--- src/rtl/enemies_wave_controller.sv ---
// Wave sequencer for four enemies: staggered spawns, hit/score tracking,
// inter-wave delay and per-wave speed ramp. All outputs are registered.
module enemies_wave_controller #(
    parameter int NUM_WAVES         = 8,
    parameter int SPAWN_GAP_FRAMES  = 20,
    parameter int WAVE_DELAY_FRAMES = 60,
    parameter int BASE_SPEED        = 120,
    parameter int SPEED_STEP        = 16
) (
    input  logic       clk,
    input  logic       resetN,
    input  logic       startOfFrame,
    input  logic       gameStart,
    input  logic       pause,
    input  logic [3:0] enemyHit,
    output logic [3:0] enemyRespawnN,
    output logic [3:0] enemyAlive,
    output logic [3:0] waveNumber,
    output logic [7:0] enemySpeed,
    output logic [2:0] scoreAdd,
    output logic       waveDone,
    output logic       gameWon
);

    localparam int GAP_W = (SPAWN_GAP_FRAMES > 1) ? $clog2(SPAWN_GAP_FRAMES) : 1;
    localparam int DLY_W = (WAVE_DELAY_FRAMES > 1) ? $clog2(WAVE_DELAY_FRAMES) : 1;

    localparam logic [2:0] S_IDLE  = 3'd0;
    localparam logic [2:0] S_SPAWN = 3'd1;
    localparam logic [2:0] S_PLAY  = 3'd2;
    localparam logic [2:0] S_CLEAR = 3'd3;
    localparam logic [2:0] S_WIN   = 3'd4;

    function automatic logic [2:0] popcount4(input logic [3:0] v);
        return {2'b00, v[0]} + {2'b00, v[1]} + {2'b00, v[2]} + {2'b00, v[3]};
    endfunction

    function automatic logic [7:0] speed_of(input logic [3:0] w);
        return 8'(BASE_SPEED + int'(w) * SPEED_STEP);
    endfunction

    logic [2:0]       state_q, state_d;
    logic [1:0]       idx_q, idx_d;
    logic [GAP_W-1:0] gap_q, gap_d;
    logic [DLY_W-1:0] dly_q, dly_d;
    logic [3:0]       wave_q, wave_d;
    logic [3:0]       alive_q, alive_d;
    logic [3:0]       respawnN_q, respawnN_d;
    logic [7:0]       speed_q, speed_d;
    logic [2:0]       score_q, score_d;
    logic             done_q, done_d;
    logic             won_q, won_d;

    logic [3:0] hit_mask;
    logic [3:0] spawn_mask;
    logic       clr_alive;
    logic       frame_tick;

    assign frame_tick = startOfFrame & ~pause;

    always_comb begin
        state_d    = state_q;
        idx_d      = idx_q;
        gap_d      = gap_q;
        dly_d      = dly_q;
        wave_d     = wave_q;
        won_d      = won_q;
        done_d     = 1'b0;
        speed_d    = speed_of(wave_q);
        hit_mask   = 4'b0000;
        spawn_mask = 4'b0000;
        clr_alive  = 1'b0;

        case (state_q)
            S_IDLE: begin
                if (gameStart) begin
                    state_d = S_SPAWN;
                    wave_d  = 4'd0;
                    idx_d   = 2'd0;
                    gap_d   = '0;
                end
            end
            S_SPAWN: begin
                hit_mask = enemyHit & alive_q;
                if (frame_tick) begin
                    if (gap_q == '0) begin
                        spawn_mask = 4'b0001 << idx_q;
                        gap_d      = GAP_W'(SPAWN_GAP_FRAMES - 1);
                        idx_d      = idx_q + 2'd1;
                        if (idx_q == 2'd3) begin
                            state_d = S_PLAY;
                        end
                    end else begin
                        gap_d = gap_q - GAP_W'(1);
                    end
                end
            end
            S_PLAY: begin
                hit_mask = enemyHit & alive_q;
                if (alive_q == 4'b0000) begin
                    state_d = S_CLEAR;
                    done_d  = 1'b1;
                    dly_d   = DLY_W'(WAVE_DELAY_FRAMES - 1);
                end
            end
            S_CLEAR: begin
                if (frame_tick) begin
                    if (dly_q == '0) begin
                        if (wave_q == 4'(NUM_WAVES - 1)) begin
                            state_d = S_WIN;
                            won_d   = 1'b1;
                        end else begin
                            wave_d  = wave_q + 4'd1;
                            idx_d   = 2'd0;
                            gap_d   = '0;
                            state_d = S_SPAWN;
                        end
                    end else begin
                        dly_d = dly_q - DLY_W'(1);
                    end
                end
            end
            S_WIN: begin
                won_d = 1'b1;
                if (gameStart) begin
                    won_d     = 1'b0;
                    wave_d    = 4'd0;
                    idx_d     = 2'd0;
                    gap_d     = '0;
                    clr_alive = 1'b1;
                    state_d   = S_SPAWN;
                end
            end
            default: state_d = S_IDLE;
        endcase

        // A spawn overrides a hit on the same enemy in the same cycle: no kill, no score.
        hit_mask   = hit_mask & ~spawn_mask;
        alive_d    = clr_alive ? 4'b0000 : ((alive_q & ~hit_mask) | spawn_mask);
        respawnN_d = ~spawn_mask;
        score_d    = popcount4(hit_mask);
    end

    always_ff @(posedge clk or negedge resetN) begin
        if (!resetN) begin
            state_q    <= S_IDLE;
            idx_q      <= 2'd0;
            gap_q      <= '0;
            dly_q      <= '0;
            wave_q     <= 4'd0;
            alive_q    <= 4'b0000;
            respawnN_q <= 4'b1111;
            speed_q    <= 8'(BASE_SPEED);
            score_q    <= 3'd0;
            done_q     <= 1'b0;
            won_q      <= 1'b0;
        end else begin
            state_q    <= state_d;
            idx_q      <= idx_d;
            gap_q      <= gap_d;
            dly_q      <= dly_d;
            wave_q     <= wave_d;
            alive_q    <= alive_d;
            respawnN_q <= respawnN_d;
            speed_q    <= speed_d;
            score_q    <= score_d;
            done_q     <= done_d;
            won_q      <= won_d;
        end
    end

    assign enemyRespawnN = respawnN_q;
    assign enemyAlive    = alive_q;
    assign waveNumber    = wave_q;
    assign enemySpeed    = speed_q;
    assign scoreAdd      = score_q;
    assign waveDone      = done_q;
    assign gameWon       = won_q;

endmodule

--- config.mk ---
export PLATFORM = sky130hd
export DESIGN_NAME = enemies_wave_controller
export DESIGN_NICKNAME = d
export VERILOG_FILES = /design/src/rtl/enemies_wave_controller.sv
export SDC_FILE = /design/constraint.sdc
export NUM_CORES = 1
export LEC_CHECK = 0
export ABC_AREA = 1
export ABC_CLOCK_PERIOD_IN_PS = 2500
export CAP_MARGIN = 20
export CORE_ASPECT_RATIO = 0.75
export CORE_MARGIN = 2
export CORE_UTILIZATION = 30
export CTS_CLUSTER_DIAMETER = 50
export DETAILED_ROUTE_END_ITERATION = 16
export GPL_TIMING_DRIVEN = 0
export PLACE_DENSITY_LB_ADDON = 0.1
export SLEW_MARGIN = 20
export SYNTH_ARGS = -nofsm -noshare
export SYNTH_HDL_FRONTEND = slang
export SYNTH_SLANG_ARGS = --single-unit
--- constraint.sdc ---
create_clock -name clk -period 2.5 [get_ports clk]
set_input_delay 0.625 -clock clk [delete_from_list [all_inputs] [get_ports clk]]
set_output_delay 0.625 -clock clk [all_outputs]
set_load 0.02 [all_outputs]
==> results of run 1 <==
==> worst max-delay path, cell delays in order <==
cell and delay [ns]:
clkdlybuf4s50_1 0.45, inv_1 0.06, nor2_4 0.12, inv_2 0.06
nor2_4 0.13, nand3_2 0.12, nand2_1 0.07, nor3_1 0.05
fa_1 0.46, ha_2 0.18, ha_1 0.27
==> placed cells by master, fill, tap and decap left out, drive strengths merged <==
cell	count
nand3b	1
ha	12
nand2	75
conb	4
o211ai	1
dfstp	7
inv	38
clkbuf	8
clkinv	1
xor2	4
o21ai	14
clkdlybuf4s50	28
nand4	3
buf	13
bufinv	1
nor2	46
nor3	3
xnor2	1
dfrtp	30
nand3	20
fa	1
a21oi	8
==> per-stage QoR <==
| stage | hold WS, ns | utilization [%] |
|---|---|---|
| final | 0.189 | 40.7 |
| after global routing | 0.186 | 40.7 |
| after CTS | 0.191 | 40.0 |
| after detailed placement | 0.478 | 37.8 |
| after global placement | 0.466 | 37.5 |
| after floorplan | 0.329 | - |
==> repair_timing <==
item | 4_1_cts | 5_1_grt
setup endpoints to repair | 3 | 2
resized for setup | 9 | 6
pin swaps | 1 | 7
endpoints found under the hold margin | 0 | 0
gates cloned | 0 | 0
buffers inserted | 1 | 5
==> layout make-up <==
class	count	share of cell area (%)
well taps	98	4.37
repair buffers	36	12.5
plain buffers	6	1.65
clock buffers	7	3.07
flip-flops and latches	37	33.3
inverters	39	5.39
clock inverters	1	1.07
multi-input cells	193	38.7
==> worst max-delay path by stage <==
stage,start,end,slack (ns),depth (start not counted)
after global placement,startOfFrame,scoreAdd[1],-0.52,11
after global routing,startOfFrame,scoreAdd[1],0.004,11
after CTS,startOfFrame,scoreAdd[1],0.000003,11
after floorplan,gap_q[0],scoreAdd[1],0.23,12
after detailed placement,startOfFrame,scoreAdd[1],-0.50,11
final,startOfFrame,scoreAdd[1],0.09,11
==> per-layer routing <==
| metal | track usage (%) | part of all wire (%) | vias up |
|---|---|---|---|
| met5 | 0 | 0 | - |
| met4 | 4.40 | 1.0 | 0 |
| met3 | 3.60 | 3.9 | 5 |
| met2 | 17.3 | 41 | 24 |
| met1 | 19.0 | 54 | 785 |
| li1 | - | - | 923 |
==> power by group <==
part	switching [mW]	internal (mW)	total [mW]
sequential	0.183	0.827	1.01
clock	0.217	0.325	0.542
combinational	1.12	0.711	1.83
total	1.52	1.86	3.38
==> synthesized netlist by cell type <==
master,number,area share (%)
dfstp_2,7,8.5
xnor2_1,1,0.40
nand3_1,17,3.9
inv_1,35,6.1
nor2_2,5,1.4
fa_1,1,0.92
a21oi_1,8,1.8
nor2_8,1,0.92
buf_6,1,0.52
nand2_1,67,12
o21ai_1,4,0.92
nand3_2,2,0.92
nand3_4,1,0.81
buf_4,4,1.4
ha_1,12,6.9
xor2_1,4,1.6
nand2_4,3,1.6
conb_1,2,0.35
o21ai_2,2,0.81
nor3_1,3,0.69
clkinv_4,1,0.40
dfrtp_1,30,35
inv_2,3,0.52
nand4_1,3,0.87
nand3b_1,1,0.35
nor2_4,1,0.52
nand2_2,5,1.4
o211ai_1,1,0.35
clkbuf_2,1,0.23
o21ai_0,8,1.8
nor2_1,39,6.8
==> state kept, by name, summed over array words and instances (netlist names) <==
register,cells
dly_q,6
waveDone,1
scoreAdd,3
enemyRespawnN,4
waveNumber,4
gameWon,1
enemySpeed,4
state_q,3
enemyAlive,4
gap_q,5
idx_q,2
==> cell families after synthesis <==
| family | after synthesis | share of synthesized area (%) |
|---|---|---|
| AO/OA/AOI/OAI | 23 | 5.77 |
| buffers and inverters | 45 | 9.12 |
| AND/OR/NAND/NOR | 148 | 31.8 |
| flip-flops | 37 | 43.1 |
| adder cells (fa/ha/maj) | 13 | 7.85 |
| other | 2 | 0.346 |
| XOR/XNOR | 5 | 2.02 |
==> summary.txt, run 1 <==
Run status
  • Status: complete, no violations

Layout
  • Layout Cell Area excl Fill: between 2000 and 3000 sq um
  • Layout filler cell count: about 730
  • Layout Area Growth over Synthesis: 29.5%
  • Antenna fix cells: 0
  • Storage cell area: 935 sq um
  • Fin cells: about 420
  • Multi-input logic area: 1090 sq um
  • Nets: 340
  • Share of cells above drive strength 1: about a fifth

Setup path
  • Worst Path Max Fanout: 3
  • R2R cell count: 9
  • Startpoint types: primary input
  • Critical path endpoint category: register
  • Reg2reg end: scoreAdd[1]
  • Reg-to-reg slack, setup: 0.19 ns
  • WP data required: roughly 2.7 ns
  • Crit Path Class: primary input to register
  • Critical Path AT: approximately 2.6 ns
  • Origin of the critical flop-to-flop path: state_q[0]

Timing
  • Slew Limit Fails: 0
  • Fin Setup TNS: 0 ns
  • Min Tclk post-route: 2.41 ns
  • Max Clk Rate: around 410 MHz
  • RSZ-0062 raised after global routing: false
  • Final Cycle Share: 96.5%
  • Max Clock Skew: about 0.0085 ns
  • Count of final setup violators: 0
  • Final hold vios: 0
  • Setup ws final: a little under 0.09 ns

Clocking
  • Max clock buf depth: 2
  • Cts hold-fix bufs: 0
  • Num CTS Buffers: 5
  • Clk root buf: clkbuf_8
  • Clk sinks: 37
  • CTS tree: built
  • Clk_lat worst skew: roughly 0.29 ns
  • H-tree depth: 2
  • Clock transition at path regs: about 0.08 ns

Detailed routing
  • Initial drt markers: 52
  • Vias per cell: ~4.2
  • Drt pass-1 iters: 4
  • Wire length per cell: approximately 11 microns
  • DRT antenna net count: 0
  • Via count: between 1500 and 2000
  • DRC viols: 0
  • Routed WL: 4470 microns

Floorplan
  • Top Ports: 34
  • Row Count: 26
  • Die footprint: 7930 sq um
  • Die Y: between 70 and 80 microns
  • Initial core utilization: between 30% and 40%
  • Core Area: 6900 sq um
  • Horiz. Die Dim: about 100 microns

Placement
  • Final Wtd Congestion: 0.795
  • Port-buffer cells: 29
  • Setup WS pre-CTS: -0.502 ns
  • Placed insts: between 400 and 500
  • Detailed Place HPWL: ~3400 microns
  • DP Area: around 2600 sq um

Synthesis
  • Distinct cells, synth: 31
  • Syn Inst Count: roughly 270
  • Yosys warns: 0
  • Yosys reg bits: 37
  • Mapped Area: 2170 sq um
  • Sequential share of the synthesized area: 43.1%
  • Mean area per synthesized cell: between 7 and 8 sq um

GRT
  • Grt ovf: 0
  • Total GRT Usage: approximately 13%
  • Largest net degree at the start of global routing: 29
  • First-pass GRT wire length: about 7800 microns
  • Vias in the first global route: ~1700
  • Antenna violations before repair: 0

Power
  • Max VDD drop: ~0.00046 V
  • Pwr/cell area: between 1000 and 1500 nW/um^2
  • Pwr Total: 3.38 mW
  • LEAKAGE: around 1.4 nW

Worst hold path
  • Worst Hold Class: primary input to asynchronous set/reset pin

Job
  • Max Cap Viol: 0
Power figures use the tool's default switching activity.
==> inputs of run 2 (changes only) <==
Settings changed: CORE_MARGIN 2 to not set, CORE_UTILIZATION 30 to 40.
==> run 2 against run 1 <==
  * Clock power fell by 26%
  * Hold slack gained 0.0042 ns
  * Sequential cell count stayed put
  * Clock-buffer cell count decreased by 1
  * Die area is 28% lower
  * Critical path type unchanged
  * Highest routed layer unchanged
==> summary.txt, run 2 (synthesis gave the netlist of run 1 again) <==
Detailed routing
  • Via count: 1733
  • Drt pass-1 iters: 4
  • Routed WL: about 4200 microns
  • Wire length per cell: approximately 11 microns
  • DRC viols: 0
  • DRT antenna net count: 0
  • Vias per cell: ~4.5
  • Initial drt markers: between 90 and 100

Floorplan
  • Horiz. Die Dim: 87.0 microns
  • Core Area: 5040 sq um
  • Die footprint: roughly 5700 sq um
  • Row Count: 22
  • Top Ports: 34
  • Initial core utilization: 43.0%
  • Die Y: 65.8 microns

Power
  • Max VDD drop: 0.000526 V
  • Pwr/cell area: around 1200 nW/um^2
  • Pwr Total: between 3 and 4 mW
  • LEAKAGE: ~1.4 nW

Layout
  • Largest register by flop count: dly_q
  • Layout Area Growth over Synthesis: 26.2%
  • Commonest cells after routing, fill and taps aside: nand2_1, nor2_1, inv_1, dfrtp_1, clkdlybuf4s50_1
  • Antenna fix cells: 0
  • Nets: between 300 and 400
  • Top flop regs: dly_q: 6 flops, gap_q: 5 flops
  • Commonest non-fill, non-tap cell in the layout: nand2_1
  • Share of the core filled with cells: about 54%
  • Share of cells above drive strength 1: around a fifth
  • Largest register FFs: 6

Worst hold path
  • Worst Hold Class: primary input to asynchronous set/reset pin

GRT
  • Vias in the first global route: between 1500 and 2000
  • Total GRT Usage: between 15 and 20%
  • Antenna violations before repair: 0
  • Peak-usage layer in the global routing report: met2
  • Largest net degree at the start of global routing: 29
  • Met1 Resource Use GR: approximately a quarter
  • First-pass GRT wire length: around 7400 microns
  • Met2 GRT Util: roughly 25%
  • Grt ovf: 0
  • Global routing usage on met3: 4.27%

Placement
  • Final Wtd Congestion: approximately 0.86
  • Detailed Place HPWL: 3200 microns
  • Port-buffer cells: 29

Setup path
  • Startpoint types: primary input
  • Crit Path Class: primary input to register
  • Critical path endpoint category: register
  • WP data required: between 2 and 3 ns
  • R2R cell count: 12
  • Worst Path Max Fanout: 3
  • Critical Path AT: 2.51 ns

Timing
  • Final hold vios: 0
  • Final Cycle Share: slightly above 90%
  • RSZ-0062 raised after global routing: false
  • Count of final setup violators: 0
  • Slew Limit Fails: 0
  • Max Clk Rate: roughly 430 MHz
  • Max Clock Skew: 0.00579 ns
  • Min Tclk post-route: approximately 2.3 ns

Clocking
  • CTS tree: built
  • Cts hold-fix bufs: 0
  • Clk sinks: 37
  • Clock transition at path regs: about 0.07 ns
  • Max clock buf depth: 2
  • Num CTS Buffers: 5
  • Clk root buf: clkbuf_8
  • Clk_lat worst skew: between 0.2 and 0.3 ns
  • H-tree depth: 2

Job
  • Max Cap Viol: 0

Run status
  • Status: complete, no violations
==> run 2: cell type report <==
class                   instances  area, sq um
fillers                       482         2300
multi-input cells             193         1100
flip-flops and latches         37          935
repair buffers                 33          330
inverters                      39          151
well taps                      72         90.1
clock buffers                   6         72.6
plain buffers                   6         46.3
clock inverters                 2         10.0
==> run 2: routing by layer <==
metal  vias up  wire length, microns
li1        927                     -
met1       776                  2230
met2        25                  1790
met3         5                   155
met4         0                    39
met5         -                     0
==> run 2: worst paths after layout <==
| path | endpoint | slack [ns] | start |
|---|---|---|---|
| min | waveNumber[3] | 0.19 | resetN |
| min reg2reg | dly_q[0] | 0.49 | dly_q[0] |
| max in group asynchronous | enemyRespawnN[0] | 1.82 | resetN |
| max reg2reg | scoreAdd[1] | 0.20 | gap_q[0] |
| max | scoreAdd[1] | 0.17 | pause |
| min in group clk | dly_q[0] | 0.49 | dly_q[0] |
==> run 2: worst max-delay path, stage by stage <==
cell and delay [ns]:
clkdlybuf4s50_1 0.41, nor2_2 0.14, inv_2 0.07, nor2_4 0.13, inv_2 0.06, nor2_4 0.12
nor2_4 0.06, fa_1 0.53, ha_2 0.18, ha_4 0.19
==> run 2: metrics by stage <==
step	area, sq um	TNS (ns)	setup slack (ns)	hold WS (ns)	instances
floorplan	2180	0	0.225	0.329	275
global placement	2560	-3.75	-0.450	0.469	376
detailed placement	2570	-1.11	-0.460	0.471	377
CTS	2690	0	0.00108	0.195	386
global route	2740	0	0.0435	0.199	388
finish	2740	0	0.171	0.193	388
==> run 2: repair_timing <==
action                                  CTS  global route
hold endpoints to repair                  0             0
setup buffers                             1             2
endpoints found under the setup margin    2             2
gates resized for setup                   8             9
pin swaps                                 1             7
==> run 2: report_power, final <==
part / total [mW] / internal [mW] / switching [mW]
Combinational: 1.80 / 0.689 / 1.11
Clock: 0.403 / 0.193 / 0.210
Sequential: 1.01 / 0.827 / 0.179
